`config.mk`:
```
export PLATFORM = sky130hd
export DESIGN_NAME = mdu
export DESIGN_NICKNAME = d
export VERILOG_FILES = /design/src/rtl/mdu.sv
export SDC_FILE = /design/constraint.sdc
export NUM_CORES = 1
export LEC_CHECK = 0
export ABC_CLOCK_PERIOD_IN_PS = 5900
export BUFFER_PORTS_ARGS = -buffer_cell sky130_fd_sc_hd__buf_2
export CORE_ASPECT_RATIO = 1.4
export CORE_UTILIZATION = 55
export DETAILED_ROUTE_END_ITERATION = 16
export HOLD_SLACK_MARGIN = 0.02
export PLACE_DENSITY = 0.74
export SLEW_MARGIN = 20
export SYNTH_ARGS = -nofsm -noshare
export SYNTH_HDL_FRONTEND = slang
export SYNTH_SLANG_ARGS = --single-unit
```
`constraint.sdc`:
```
create_clock -name clk -period 5.9 [get_ports clk]
set_input_delay 0 -clock clk [delete_from_list [all_inputs] [get_ports clk]]
set_output_delay 0 -clock clk [all_outputs]
set_load 0.05 [all_outputs]
```
`src/rtl/mdu.sv`:
```
// Iterative multiply/divide unit with HI/LO registers (32-cycle radix-2 datapath).
// Define MDU_FAST_MUL_EN to complete MULT/MULTU in a single combinational cycle.
module mdu (
    input  logic        clk,
    input  logic        rst_n,
    input  logic        md_start,
    input  logic [1:0]  md_op,
    input  logic [31:0] md_src1,
    input  logic [31:0] md_src2,
    input  logic        md_hi_we,
    input  logic        md_lo_we,
    input  logic [31:0] md_wdata,
    output logic        md_busy,
    output logic        md_done,
    output logic [31:0] md_hi,
    output logic [31:0] md_lo
);

    typedef enum logic [1:0] {IDLE, RUN, DONE} state_t;

    // Operation context captured at start; the datapath works on magnitudes.
    typedef struct packed {
        logic        is_div;
        logic        neg_res;
        logic        neg_rem;
        logic        div_zero;
        logic [31:0] dvd_raw;
    } ctx_t;

    state_t      state, state_nxt;
    ctx_t        ctx;
    logic [4:0]  cnt;
    logic [31:0] acc_hi, acc_lo, opnd;

    logic        is_signed, s1_neg, s2_neg;
    logic [31:0] mag1, mag2;
    logic        start_ok, last_step, fast_go;

    logic [32:0] mul_sum;
    logic [32:0] div_sh;
    logic [33:0] div_diff;
    logic [31:0] step_hi, step_lo;
    logic [63:0] prod_fix;
    logic [31:0] quo_fix, rem_fix;
    logic [31:0] res_hi, res_lo;

    assign is_signed = ~md_op[0];
    assign s1_neg    = is_signed & md_src1[31];
    assign s2_neg    = is_signed & md_src2[31];
    assign mag1      = s1_neg ? (~md_src1 + 32'd1) : md_src1;
    assign mag2      = s2_neg ? (~md_src2 + 32'd1) : md_src2;

    assign start_ok  = (state == IDLE) && md_start;
    assign last_step = (state == RUN) && (cnt == 5'd31);

`ifdef MDU_FAST_MUL_EN
    logic [63:0] fast_ext1, fast_ext2, fast_prod;
    // Low 64 bits of the sign/zero-extended product are correct for both MULT and MULTU.
    assign fast_ext1 = {{32{s1_neg | (is_signed & md_src1[31])}}, md_src1};
    assign fast_ext2 = {{32{s2_neg | (is_signed & md_src2[31])}}, md_src2};
    assign fast_prod = fast_ext1 * fast_ext2;
    assign fast_go   = start_ok && !md_op[1];
`else
    assign fast_go   = 1'b0;
`endif

    // One radix-2 step: shift-add for multiply, restoring subtract for divide.
    always_comb begin
        mul_sum  = {1'b0, acc_hi} + (acc_lo[0] ? {1'b0, opnd} : 33'd0);
        div_sh   = {acc_hi, acc_lo[31]};
        div_diff = {1'b0, div_sh} - {2'b00, opnd};
        step_hi  = mul_sum[32:1];
        step_lo  = {mul_sum[0], acc_lo[31:1]};
        if (ctx.is_div) begin
            if (!div_diff[33]) begin
                step_hi = div_diff[31:0];
                step_lo = {acc_lo[30:0], 1'b1};
            end else begin
                step_hi = div_sh[31:0];
                step_lo = {acc_lo[30:0], 1'b0};
            end
        end
    end

    always_comb begin
        prod_fix = ctx.neg_res ? (~{step_hi, step_lo} + 64'd1) : {step_hi, step_lo};
        quo_fix  = ctx.neg_res ? (~step_lo + 32'd1) : step_lo;
        rem_fix  = ctx.neg_rem ? (~step_hi + 32'd1) : step_hi;
        res_hi   = prod_fix[63:32];
        res_lo   = prod_fix[31:0];
        if (ctx.is_div) begin
            if (ctx.div_zero) begin
                res_hi = ctx.dvd_raw;
                res_lo = 32'hFFFF_FFFF;
            end else begin
                res_hi = rem_fix;
                res_lo = quo_fix;
            end
        end
    end

    always_comb begin
        state_nxt = state;
        case (state)
            IDLE: if (md_start) state_nxt = fast_go ? DONE : RUN;
            RUN:  if (cnt == 5'd31) state_nxt = DONE;
            DONE: state_nxt = IDLE;
            default: state_nxt = IDLE;
        endcase
    end

    always_ff @(posedge clk or negedge rst_n) begin
        if (!rst_n) state <= IDLE;
        else        state <= state_nxt;
    end

    always_ff @(posedge clk or negedge rst_n) begin
        if (!rst_n) begin
            cnt    <= 5'd0;
            ctx    <= '0;
            acc_hi <= 32'd0;
            acc_lo <= 32'd0;
            opnd   <= 32'd0;
        end else if (start_ok) begin
            cnt          <= 5'd0;
            ctx.is_div   <= md_op[1];
            ctx.neg_res  <= s1_neg ^ s2_neg;
            ctx.neg_rem  <= s1_neg;
            ctx.div_zero <= (md_src2 == 32'd0);
            ctx.dvd_raw  <= md_src1;
            acc_hi       <= 32'd0;
            // Divide shifts the dividend out of acc_lo; multiply shifts the multiplier.
            acc_lo       <= md_op[1] ? mag1 : mag2;
            opnd         <= md_op[1] ? mag2 : mag1;
        end else if (state == RUN) begin
            cnt    <= cnt + 5'd1;
            acc_hi <= step_hi;
            acc_lo <= step_lo;
        end
    end

    // Result writes win over a same-edge strobe; strobes are dropped while RUN.
    always_ff @(posedge clk or negedge rst_n) begin
        if (!rst_n) begin
            md_hi <= 32'd0;
            md_lo <= 32'd0;
        end else if (last_step) begin
            md_hi <= res_hi;
            md_lo <= res_lo;
`ifdef MDU_FAST_MUL_EN
        end else if (fast_go) begin
            md_hi <= fast_prod[63:32];
            md_lo <= fast_prod[31:0];
`endif
        end else if (state != RUN) begin
            if (md_hi_we) md_hi <= md_wdata;
            if (md_lo_we) md_lo <= md_wdata;
        end
    end

    assign md_busy = (state == RUN);
    assign md_done = (state == DONE);

endmodule

```
==> results_dict.tcl, run 1 <==
set metrics [dict create \
    status "finished clean" \
    crit_path_frequent_cell "o21ai_0" \
    vias_per_cell 6.662 \
    stdcell_count 3022 \
    grt_max_degree 95 \
    via_count 20134 \
    drive_gt1_share_pct 13.37 \
    ys_seq_area_share_pct 28.31 \
    synth_compound_area_share_pct 25.80 \
    mostFrequentLayoutCell "nand2_1" \
    dpl.hpwl_um 59220 \
    slew_violations 0 \
    critPathBufInv 1 \
    path_clk_slew_ns 0.07 \
    ys_ff_latch 203 \
    cts-root-buf "clkbuf_16" \
    cts.path.max_buffers 3 \
    finalHoldViolations 0 \
    multi_input_area_um2 12020 \
    cp_cell_sequence "ha_1, a21oi_1, o21ai_0, a211oi_1, o21ai_2, nor2_8, nor2_2, a21oi_1, ha_1, o21ai_0, nor3_1, nand4_1, nor2_1, nand2_1, inv_1, nand4_1, o21ai_0, xor2_1, a22oi_1, nand3_1" \
    crit_path_max_incr_delay_ns 0.43 \
    setup_violations 0 \
    cts_tree "done" \
    synth_fa_ha_area_share_pct 5.105 \
    fin_crit_ns 5.374 \
    drc 0 \
    routabilityCongestion 1.146 \
    die_area_um2 33360 \
    tightest_slew_ns 1.014 \
    cp.required_ns 6.31 \
    maxCapViolations 0 \
    rows 77 \
    cts_buffers 23 \
    ant_nets 0 \
    ys_async_sr_fraction_pct 100.0 \
    grt_antenna_before_repair 7 \
    first_pass_iters 9 \
    syn_area_um2 17940 \
    io_buffers 168 \
    start_kind "flop" \
    cts.sinks 203 \
    worstHoldPathType "in2reg" \
    crit_slowest_cell "dfrtp_1" \
    postSynthAreaPerCell_um2 7.551 \
    cts-htree-levels 1 \
    max_slew_margin_pct 32.23 \
    netlist_instances 2376 \
    mostFrequentLayoutCells "410 x nand2_1, 238 x o21ai_0, 202 x dfrtp_1, 173 x nor2_1, 167 x buf_2" \
    area_growth_pct 15.65 \
    grt_pass1_wl_um 117300 \
    grt_pass1_vias 19571 \
    netlist.area_leader.share_pct 28.31 \
    dieHeight_um 215.7 \
    start_util_pct 56.26 \
    io_pins 169 \
    synth_warnings 0 \
    end_kind "flop" \
    synth_top_family_by_area "compound AO/OA/AOI/OAI gates" \
    timing.fmax_mhz 186.1 \
    criticalPathCategory "reg2reg" \
    muxShareOfSynthArea_pct 3.682 \
    fin_nets 2747 \
    yosysTopAreaCell "dfrtp_1" \
    core_um2 31890 \
    grt_setup_unrepaired "false" \
    critPathMaxFanout 10 \
    synth_cell_type_count 99 \
    grt_usage_pct 47.05 \
    die_w_um 154.6 \
    clock_latency_ns 0.55 \
    ys_top_cells_by_area "dfrtp_1 28%, nand2_1 8.6%, o21ai_0 6.6%" \
    fin_crit_sh_pct 91.09 \
    synthXorXnorAreaFrac_pct 8.543 \
    fin_skew_ns 0.01249 \
    synth_fp_nets 2551 \
    crit_family "compound AO/OA/AOI/OAI gates" \
    synth_ff_type "dfrtp_1" \
    yosys.area_share.simple_pct 23.69 \
    synth_edf_count 0 \
    first_iter_violations 2125 \
    seq_area_um2 5084 \
    wl_per_cell_um 26.11 \
    gr-total-overflow 0 \
    tns_ns 0 \
    place_inst 2906 \
    drt-total-wl_um 78900 \
    arrival_ns 5.79 \
    cts_setup_buffers 0 \
    fill_cells 2868 \
]
==> logic make-up (layout without fill, tap and decap cells) <==
family | Yosys count | in the layout
DFF | 203 | 203
buffers and inverters | 216 | 427
muxes | 65 | 65
and+or+nand+nor | 919 | 919
xor gates and xnor gates | 175 | 175
AOI/OAI and AO/OA | 726 | 726
adders and majority gates | 72 | 72
other | 0 | 1
==> metal layers <==
layer  global-route usage (%)  share of wire, %  vias up
li1                         -                 -     8930
met1                    48.95                33     9521
met2                    77.89                47     1232
met3                    9.980               9.1      441
met4                    46.07                11       10
met5                        0             0.091        -
==> repair_timing <==
action / in CTS / in global routing
hold buffers: 75 / 0
hold endpoints to repair: 187 / 0
gates resized for setup: 0 / 0
==> synthesized netlist by cell type (7+ instances only) <==
library cell / instances
nand2_1: 412
o21ai_0: 238
dfrtp_1: 203
nor2_1: 173
a21oi_1: 164
clkbuf_1: 102
xor2_1: 90
xnor2_1: 85
nand3_1: 72
ha_1: 70
inv_1: 68
nor3_1: 63
mux2i_1: 57
and2_1: 45
o22ai_1: 44
o211ai_1: 43
a31oi_1: 27
o221ai_1: 27
nand4_1: 25
or3_1: 24
buf_1: 21
a21o_1: 18
nand2b_1: 18
a211oi_1: 17
nor2b_1: 16
buf_2: 14
o21a_1: 14
and3_1: 13
o31ai_1: 13
nor4_1: 11
o21bai_1: 11
or2_2: 10
a31o_2: 9
o21ai_1: 9
nor3b_1: 8
a222oi_1: 7
mux2_2: 7
o41ai_1: 7
==> path summary, 6_finish.rpt <==
kind | start | end | slack (ns) | depth (start not counted)
setup / recovery | acc_hi[19] | md_hi[16] | 0.53 | 20
setup reg to reg | acc_hi[19] | md_hi[16] | 0.53 | 20
min in group asynchronous | rst_n | ctx[15] | 0.08 | 2
hold / removal | md_src2[12] | acc_lo[12] | 0.02 | 4
max in group asynchronous | rst_n | acc_lo[26] | 4.24 | 3
hold reg to reg | md_lo[5] | md_lo[5] | 0.47 | 2
==> per-stage QoR <==
| step | hold slack, ns | worst slack [ns] | area, um2 | utilization, % |
|---|---|---|---|---|
| 2_1_floorplan | -0.2956 | 1.514 | 17940 | - |
| 3_3_place_gp | 0.1279 | 0.8178 | 19310 | 60.55 |
| 3_5_place_dp | 0.1361 | 0.6605 | 19310 | 60.55 |
| 4_1_cts | 0.02480 | 0.6495 | 20740 | 65.04 |
| 5_1_grt | 0.04027 | 0.1164 | 20750 | 65.06 |
| 6_report | 0.02441 | 0.5256 | 20750 | 65.06 |
==> registers in the layout, summed over array words and instances, names as in the netlist <==
name and cells:
acc_hi 32, md_lo 32, state 2, md_hi 32, acc_lo 32, ctx 36
opnd 32, cnt 5
==> tightest hold or removal path: stages <==
cell      delay [ns]
buf_2           0.12
xnor2_1         0.19
o211ai_1        0.11
o21ai_0         0.09
==> final cells by class <==
| type | instances | area share, % |
|---|---|---|
| diodes | 1 | 0.01206 |
| flip-flops and latches | 203 | 24.50 |
| clock inverters | 7 | 0.1869 |
| inverters | 70 | 1.266 |
| clock buffers | 33 | 3.100 |
| repair buffers | 317 | 10.39 |
| multi-input cells | 1957 | 57.93 |
| well taps | 434 | 2.617 |
Power of run 1 is left out: the tool's default activity adds up to more than one toggle a clock period on the data nets, which glitch-free logic cannot reach.
==> run 2, diff against run 1 <==
--- a/config.mk
+++ b/config.mk
@@ -5,13 +5,13 @@
 export SDC_FILE = /design/constraint.sdc
 export NUM_CORES = 1
 export LEC_CHECK = 0
-export ABC_CLOCK_PERIOD_IN_PS = 5900
+export ABC_CLOCK_PERIOD_IN_PS = 5400
 export BUFFER_PORTS_ARGS = -buffer_cell sky130_fd_sc_hd__buf_2
 export CORE_ASPECT_RATIO = 1.4
 export CORE_UTILIZATION = 55
 export DETAILED_ROUTE_END_ITERATION = 16
 export HOLD_SLACK_MARGIN = 0.02
-export PLACE_DENSITY = 0.74
+export PLACE_DENSITY = 0.76
 export SLEW_MARGIN = 20
 export SYNTH_ARGS = -nofsm -noshare
 export SYNTH_HDL_FRONTEND = slang
==> constraint.sdc (replaced) <==
create_clock -name clk -period 5.4 [get_ports clk]
set_input_delay 0 -clock clk [delete_from_list [all_inputs] [get_ports clk]]
set_output_delay 0 -clock clk [all_outputs]
set_load 0.05 [all_outputs]
==> run 2 against run 1 <==
Global-route usage grew 0.48 points. Die area unchanged. Final cell count up 0.53%. Routed wire length decreased by 0.25%. Count of clock-buffer cells in the layout decreased by 3. Final area grew 1.7%. Register-to-register slack worse by 0.35 ns. First-iteration DRC count up 3.2%. Via count barely moved. Critical path depth decreased by 4.
==> results_dict.tcl, run 2 (synthesis gave the netlist of run 1 again) <==
set metrics [dict create \
    fin_util_pct 66.20 \
    grt_antenna_before_repair 5 \
    first_iter_violations 2192 \
    fin_skew_ns 0.01811 \
    fin_nets 2759 \
    first_pass_iters 6 \
    cp_cell_sequence "buf_4, and2_1, ha_1, a21oi_1, o221ai_1, a21oi_1, o21bai_1, mux2_2, a311o_1, o21ai_2, nor4_4, nand4_4, or4b_4, nor3_1, and4b_1, a21boi_1" \
    grt_pass1_wl_um 118700 \
    crit_path_max_incr_delay_ns 0.68 \
    cts.path.max_buffers 3 \
    cts_tree "done" \
    crit_slowest_cell "dfrtp_1" \
    drc 0 \
    use_met1_pct 51.91 \
    met2_usage_pct 76.67 \
    status "finished clean" \
    cts-root-buf "clkbuf_16" \
    ant_nets 0 \
    top_usage_layer "met2" \
    r2r_start "acc_lo[0]" \
    setup_ws_ns 0.1794 \
    grt_pass1_vias 19757 \
    cts-htree-levels 1 \
    largest_reg_flops 36 \
    clock_latency_ns 0.56 \
    fin_area_um2 21110 \
    core_um2 31890 \
    holdPathStages 5 \
    maxCapViolations 0 \
    via_count 20145 \
    dpl.hpwl_um 58600 \
    cts_setup_buffers 0 \
    min_from "md_src2[13]" \
    rows 77 \
    met3_usage_pct 8.916 \
    die_w_um 154.6 \
    wl_per_cell_um 25.90 \
    ff2ff_path_depth 16 \
    arrival_ns 5.64 \
    cp.required_ns 5.82 \
    routabilityCongestion 1.050 \
    end_kind "flop" \
    timing.fmax_mhz 191.5 \
    worst_hold_slack_ns 0.04053 \
    slew_violations 0 \
    fin_crit_ns 5.221 \
    r2r_slack_ns 0.18 \
    area_growth_pct 17.67 \
    vias_per_cell 6.631 \
    cts_buffers 24 \
    gr-total-overflow 0 \
    io_buffers 168 \
    drive_gt1_share_pct 14.26 \
    setup_violations 0 \
    min_to "acc_lo[13]" \
    die_area_um2 33360 \
    path_clk_slew_ns 0.07 \
    mostFrequentLayoutCell "nand2_1" \
    fin_crit_sh_pct 96.68 \
    io_pins 169 \
    mostFrequentLayoutCells "411 x nand2_1, 237 x o21ai_0, 201 x dfrtp_1, 173 x nor2_1, 167 x buf_2" \
    tightest_slew_ns 1.123 \
    crit_path_frequent_cell "a21oi_1" \
    worstReg2RegEnd "md_hi[30]" \
    critPathMaxFanout 27 \
    top_register "ctx" \
    grt_max_degree 95 \
    preCtsSetupSlack_ns 0.1072 \
    criticalPathCategory "reg2reg" \
    grt_usage_pct 47.53 \
    cts.sinks 203 \
    max_slew_margin_pct 25.15 \
    start_kind "flop" \
    worstHoldPathType "in2reg" \
    dieHeight_um 215.7 \
    place_area_um2 19410 \
    drt-total-wl_um 78700 \
    start_util_pct 56.26 \
    finalHoldViolations 0 \
]
## run 2: cell count changes in the layout (fill, tap and decap cells not counted), moves of 2 or more
cell           change
clkbuf_16          +2
buf_12             +3
bufinv_16          +5
clkinvlp_4         +4
clkinv_2           -3
clkbuf_1           -5
dlygate4sd3_1      +2
buf_4              +6
## run 2: cell type report
type	count	area [um2]
antenna	2	5.005
clock buffer	30	674.4
clock inverter	14	212.7
fill	2871	10780
inverter	70	262.8
multi-input combinational	1957	12050
sequential	203	5085
tap	434	543.0
timing repair buffer	328	2281
## run 2: how the worst max path moves through the flow
stage	to	start	depth (start not counted)	slack (ns)
after floorplan	md_hi[28]	acc_hi[2]	22	1.01
after global placement	md_hi[30]	acc_lo[0]	17	0.12
after detailed placement	md_hi[30]	acc_lo[0]	16	0.11
after CTS	md_hi[30]	acc_lo[0]	17	0.09
after global routing	md_hi[28]	acc_hi[5]	21	-0.003
final	md_hi[30]	acc_lo[0]	16	0.18
## run 2: critical path: cells and delay by family, from the launching register on
kind / cells / cell delay (ns)
AO/OA/AOI/OAI: 7 / 1.67
flip-flops: 1 / 0.68
buffers and inverters: 1 / 0.41
AND/OR/NAND/NOR: 6 / 1.72
multiplexers: 1 / 0.30
adder cells (fa/ha/maj): 1 / 0.30
## run 2: per-layer routing
| layer | up-vias | wire length (um) |
|---|---|---|
| li1 | 8946 | - |
| met1 | 9655 | 27020 |
| met2 | 1141 | 36120 |
| met3 | 399 | 6624 |
| met4 | 4 | 8907 |
| met5 | - | 23 |
## run 2: through the flow
stage / cells / setup TNS, ns
after global placement: 2915 / 0
after detailed placement: 2915 / 0
after floorplan: 2376 / 0
final: 3038 / 0
after global routing: 3037 / -0.002617
after CTS: 3036 / 0
## run 2: timing repair
action	CTS	global route
setup endpoints to repair	0	11
resized for setup	0	8
hold buffers	77	0
endpoints found under the hold margin	200	0
Power of run 2 is left out for the same reason.
